File: src/rtl/vigna_bus_arbiter.sv
// Two-port to one-port bus arbiter that shares one memory port between the vigna
// instruction and data buses. Registered grant and an optional hung-transaction watchdog.
module vigna_bus_arbiter #(
  parameter int ROUND_ROBIN = 1,
  parameter int TIMEOUT     = 0
) (
  input  logic        clk,
  input  logic        resetn,

  input  logic        i_valid,
  output logic        i_ready,
  input  logic [31:0] i_addr,
  output logic [31:0] i_rdata,
  input  logic [31:0] i_wdata,
  input  logic [3:0]  i_wstrb,

  input  logic        d_valid,
  output logic        d_ready,
  input  logic [31:0] d_addr,
  output logic [31:0] d_rdata,
  input  logic [31:0] d_wdata,
  input  logic [3:0]  d_wstrb,

  output logic        m_valid,
  input  logic        m_ready,
  output logic [31:0] m_addr,
  input  logic [31:0] m_rdata,
  output logic [31:0] m_wdata,
  output logic [3:0]  m_wstrb,

  output logic [1:0]  grant,
  output logic        err
);

  typedef enum logic [1:0] {
    IDLE   = 2'd0,
    BUSY_I = 2'd1,
    BUSY_D = 2'd2
  } state_e;

  localparam logic [15:0] TIMEOUT_CNT = 16'(TIMEOUT);
  localparam logic        WD_EN       = (TIMEOUT != 0);
  localparam logic        RR_EN       = (ROUND_ROBIN != 0);

  state_e      state_q, state_d;
  logic        last_d_q, last_d_d;   // 1 when the most recent grant went to the data port
  logic [15:0] cnt_q, cnt_d;
  logic [1:0]  grant_q, grant_d;

  logic        pick_d;
  logic        is_d;
  logic        x_valid;
  logic        x_ready;
  logic [31:0] x_rdata;
  logic        timeout;

  // NOTE: every signal driven here gets a default first, so no path can infer a latch.
  always_comb begin
    state_d  = state_q;
    last_d_d = last_d_q;
    cnt_d    = cnt_q;
    grant_d  = grant_q;
    pick_d   = 1'b0;
    is_d     = (state_q == BUSY_D);
    x_valid  = is_d ? d_valid : i_valid;
    x_ready  = 1'b0;
    x_rdata  = 32'h0;
    timeout  = WD_EN && (cnt_q == TIMEOUT_CNT);
    m_valid  = 1'b0;
    m_addr   = 32'h0;
    m_wdata  = 32'h0;
    m_wstrb  = 4'h0;
    err      = 1'b0;

    case (state_q)
      IDLE: begin
        if (i_valid && d_valid) pick_d = RR_EN ? !last_d_q : 1'b1;
        else                    pick_d = d_valid;
        if (i_valid || d_valid) begin
          state_d  = pick_d ? BUSY_D : BUSY_I;
          grant_d  = pick_d ? 2'b10 : 2'b01;
          last_d_d = pick_d;
          cnt_d    = 16'h0;
        end
      end
      BUSY_I, BUSY_D: begin
        m_addr  = is_d ? d_addr  : i_addr;
        m_wdata = is_d ? d_wdata : i_wdata;
        m_wstrb = is_d ? d_wstrb : i_wstrb;
        x_rdata = m_rdata;
        // Abandonment wins over everything; a same-cycle m_ready beats the watchdog.
        if (!x_valid) begin
          state_d = IDLE;
          grant_d = 2'b00;
        end else if (m_ready) begin
          m_valid = 1'b1;
          x_ready = 1'b1;
          state_d = IDLE;
          grant_d = 2'b00;
        end else if (timeout) begin
          x_ready = 1'b1;
          x_rdata = 32'h0;
          err     = 1'b1;
          state_d = IDLE;
          grant_d = 2'b00;
        end else begin
          m_valid = 1'b1;
          cnt_d   = cnt_q + 16'd1;
        end
      end
      default: begin
        state_d = IDLE;
        grant_d = 2'b00;
      end
    endcase

    i_ready = x_ready && !is_d;
    d_ready = x_ready && is_d;
    i_rdata = is_d ? 32'h0 : x_rdata;
    d_rdata = is_d ? x_rdata : 32'h0;
  end

  assign grant = grant_q;

  // NOTE: state updates use non-blocking assignments; reset is synchronous and active-low.
  always_ff @(posedge clk) begin
    if (!resetn) begin
      state_q  <= IDLE;
      last_d_q <= 1'b0;
      cnt_q    <= 16'h0;
      grant_q  <= 2'b00;
    end else begin
      state_q  <= state_d;
      last_d_q <= last_d_d;
      cnt_q    <= cnt_d;
      grant_q  <= grant_d;
    end
  end

endmodule

File: config.mk
export PLATFORM = sky130hd
export DESIGN_NAME = vigna_bus_arbiter
export DESIGN_NICKNAME = d
export VERILOG_FILES = /design/src/rtl/vigna_bus_arbiter.sv
export SDC_FILE = /design/constraint.sdc
export NUM_CORES = 1
export LEC_CHECK = 0
export BUFFER_PORTS_ARGS = -buffer_cell sky130_fd_sc_hd__buf_2
export CAP_MARGIN = 5
export CORE_AREA = 5 5 119 121
export CTS_BUF_LIST = sky130_fd_sc_hd__clkbuf_8
export DETAILED_ROUTE_END_ITERATION = 10
export DIE_AREA = 0 0 124 126
export SLEW_MARGIN = 20
export SYNTH_ARGS = -nofsm -noshare
export SYNTH_HDL_FRONTEND = slang
export SYNTH_SLANG_ARGS = --single-unit
File: constraint.sdc
create_clock -name clk -period 2.1 [get_ports clk]
set_input_delay 0.42 -clock clk [delete_from_list [all_inputs] [get_ports clk]]
set_output_delay 0.42 -clock clk [all_outputs]
set_load 0.03 [all_outputs]
==> results.cfg <==
[die]
dieHeight_um = 126
die_area_sq_um = 15600
io_pins = 311
num_rows = 42
initial_core_util_pct = 12.9
core_area_sq_um = 13000
chipWidth_um = 124

[critical_path]
required_ns = 1.68
crit_buf_inv = 4
cp_cell_sequence = inv_2 -> ha_4 -> inv_4 -> nor2_4 -> clkbuf_16 -> and2_1 -> buf_6
end_kind = primary output
crit_family = buffers and inverters
cpMaxStageDelayCell = dfxtp_4
critical_path_depth = 7
critPathMaxStageDelay_ns = 0.36
rr_worst_depth = 6
path_max_fanout = 15
worstSetupStartpointType = flip-flop
critPathArrivalTime_ns = 1.66
worstSetupPathType = flip-flop to primary output

[clocking]
cts_num_sinks = 3
numCtsBuffers = 3
clk_pin_slew_ns = 0.03
clk_path_buf_depth = 2
clock_latency_ns = 0.21
cts-htree-levels = 1
root_buffer = clkbuf_8
cts_tree = built

[timing]
maxSlewViolCount = 0
setup_slack_ns = 0.0192
max_freq_ghz = 0.481
skew_ns = 0.00314
setup_viol = 0
finalCriticalPeriod_ns = 2.08
period_share_pct = 99.1
finalHoldViolations = 0
rsz0062_at_grt = yes
hold_ws_ns = 0.508
tns_ns = 0

[global_routing]
grt_max_degree = 32
grt_pass1_vias = 2846
antenna_found_initial = 0
grt-ovfl-total = 0
grt.total_usage_pct = 11.3
grt_pass1_wl_um = 14200

[layout]
fillCellCount = 1418
final_common_cell = buf_2
fin_cells = 743
final_cell_mix = 270 x buf_2, 66 x mux2i_1, 58 x and2_1
syn_to_final_growth_pct = 143
nets = 744
drive_above_1_share_pct = 65.4
design_area_sq_um = 4050
multi_input_area_sq_um = 1610
post-route-util_pct = 31.2
register_area_sq_um = 65.1
insertedDiodeCount = 0

[power]
switchingPower_mw = 1.19
total_power_mw = 2.18
p_leak_nw = 2.25
seqPwrFrac_pct = 3.3
clockPowerShare_pct = 7.3
vdd_drop_max_uv = 229
p_sw_share_pct = 54.7
powerDensity_nw_per_um2 = 539
intPower_mw = 0.990
combPwrFrac_pct = 89.4

[placement]
hpwl_um = 8600
gp_congestion = 0.851
place_inst = 733
pre_cts_ws_ns = 0.0639
io_buffers = 309
postPlaceCellArea_sq_um = 3630

[synthesis]
synth.yosys.seq_area_share_pct = 3.60
avgSynthCellArea_sq_um = 6.68
synthesis.nets = 426
syn_area_sq_um = 1670
synthCells = 250
ys_ff_latch = 3
ys_types = 22
synth_warnings = 0

[route]
ant_nets = 0
post-route-drc-count = 0
drtIter0Drc = 49
wl_per_cell_um = 14.3
drt-total-wl_um = 10600
firstDrtPassIters = 4
vias = 2954
via_per_inst = 3.98

[hold_path]
hold_path.class = flip-flop to flip-flop
min_path_cells = 1

[run_status]
status = complete, no violations

[job]
maxCapViolations = 0
cell usage after synthesis:
cell type | count | area (sq um)
nand2_1 | 1 | 3.75
mux2i_1 | 69 | 691
buf_4 | 4 | 30.0
nand4_1 | 1 | 6.26
and2_1 | 64 | 400
nor2_1 | 70 | 263
buf_2 | 7 | 35.0
o2111ai_1 | 1 | 8.76
a21oi_1 | 1 | 5.00
dfxtp_1 | 3 | 60.1
a311oi_1 | 1 | 8.76
inv_1 | 4 | 15.0
and3_1 | 1 | 6.26
inv_2 | 1 | 3.75
o32ai_1 | 2 | 17.5
o32a_1 | 1 | 10.0
ha_1 | 3 | 37.5
nor4b_1 | 1 | 8.76
nor3_1 | 1 | 5.00
clkbuf_1 | 12 | 45.0
conb_1 | 1 | 3.75
nand2b_1 | 1 | 6.26
layer usage:
layer  track usage (%)  part of all wire [%]
met1              11.8                    34
met2              22.7                    55
met3              2.06                    10
met4              2.64                   1.3
met5                 0                     0
cell type report:
cell class	count	share of cell area, %
Inverter	5	0.586
Clock inverter	1	0.0926
Sequential cell	3	1.60
Timing Repair Buffer	336	51.5
Clock buffer	3	1.02
Multi-Input combinational cell	219	39.8
Tap cell	176	5.43
sequential cells by signal, summed over array words and instances, names as in the netlist:
name and cells:
grant 2, last_d_q 1
worst paths after layout:
check,startpoint,to,slack [ns]
worst max-delay path,grant[1],i_rdata[0],0.02
worst min-delay path,last_d_q,last_d_q,0.51
worst max register to register,grant[1],grant[1],0.33
worst min register to register,last_d_q,last_d_q,0.51
worst reg2reg max path, stage by stage (launching register included):
cell       delay, ns
dfxtp_4         0.36
inv_2           0.05
ha_4            0.27
inv_4           0.05
bufbuf_16       0.30
o32a_1          0.39
o32ai_1         0.25
power by group through the flow:
stage / registers [mW] / clock network (mW) / logic (mW)
detailed placement: 0.0721 / 0 / 1.73
floorplan: 0.0776 / 0 / 1.10
global placement: 0.0719 / 0 / 1.72
global route: 0.0737 / 0.171 / 2.08
CTS: 0.0716 / 0.164 / 1.82
finish: 0.0722 / 0.159 / 1.95
kinds of logic after synthesis:
kind of cell	count (synthesis)	synth area share [%]
buffers and inverters	28	7.71
other	1	0.225
DFF	3	3.60
muxes	69	41.3
adders and majority gates	3	2.25
and+or+nand+nor	140	41.9
AOI/OAI and AO/OA	6	3.00
timing repair:
item | 4_1_cts | 5_1_grt
cloned | 1 | 3
gates resized for setup | 37 | 51
hold buffers | 0 | 0
buffers inserted | 1 | 1
endpoints found under the setup margin | 55 | 73
Power figures use the tool's default switching activity.
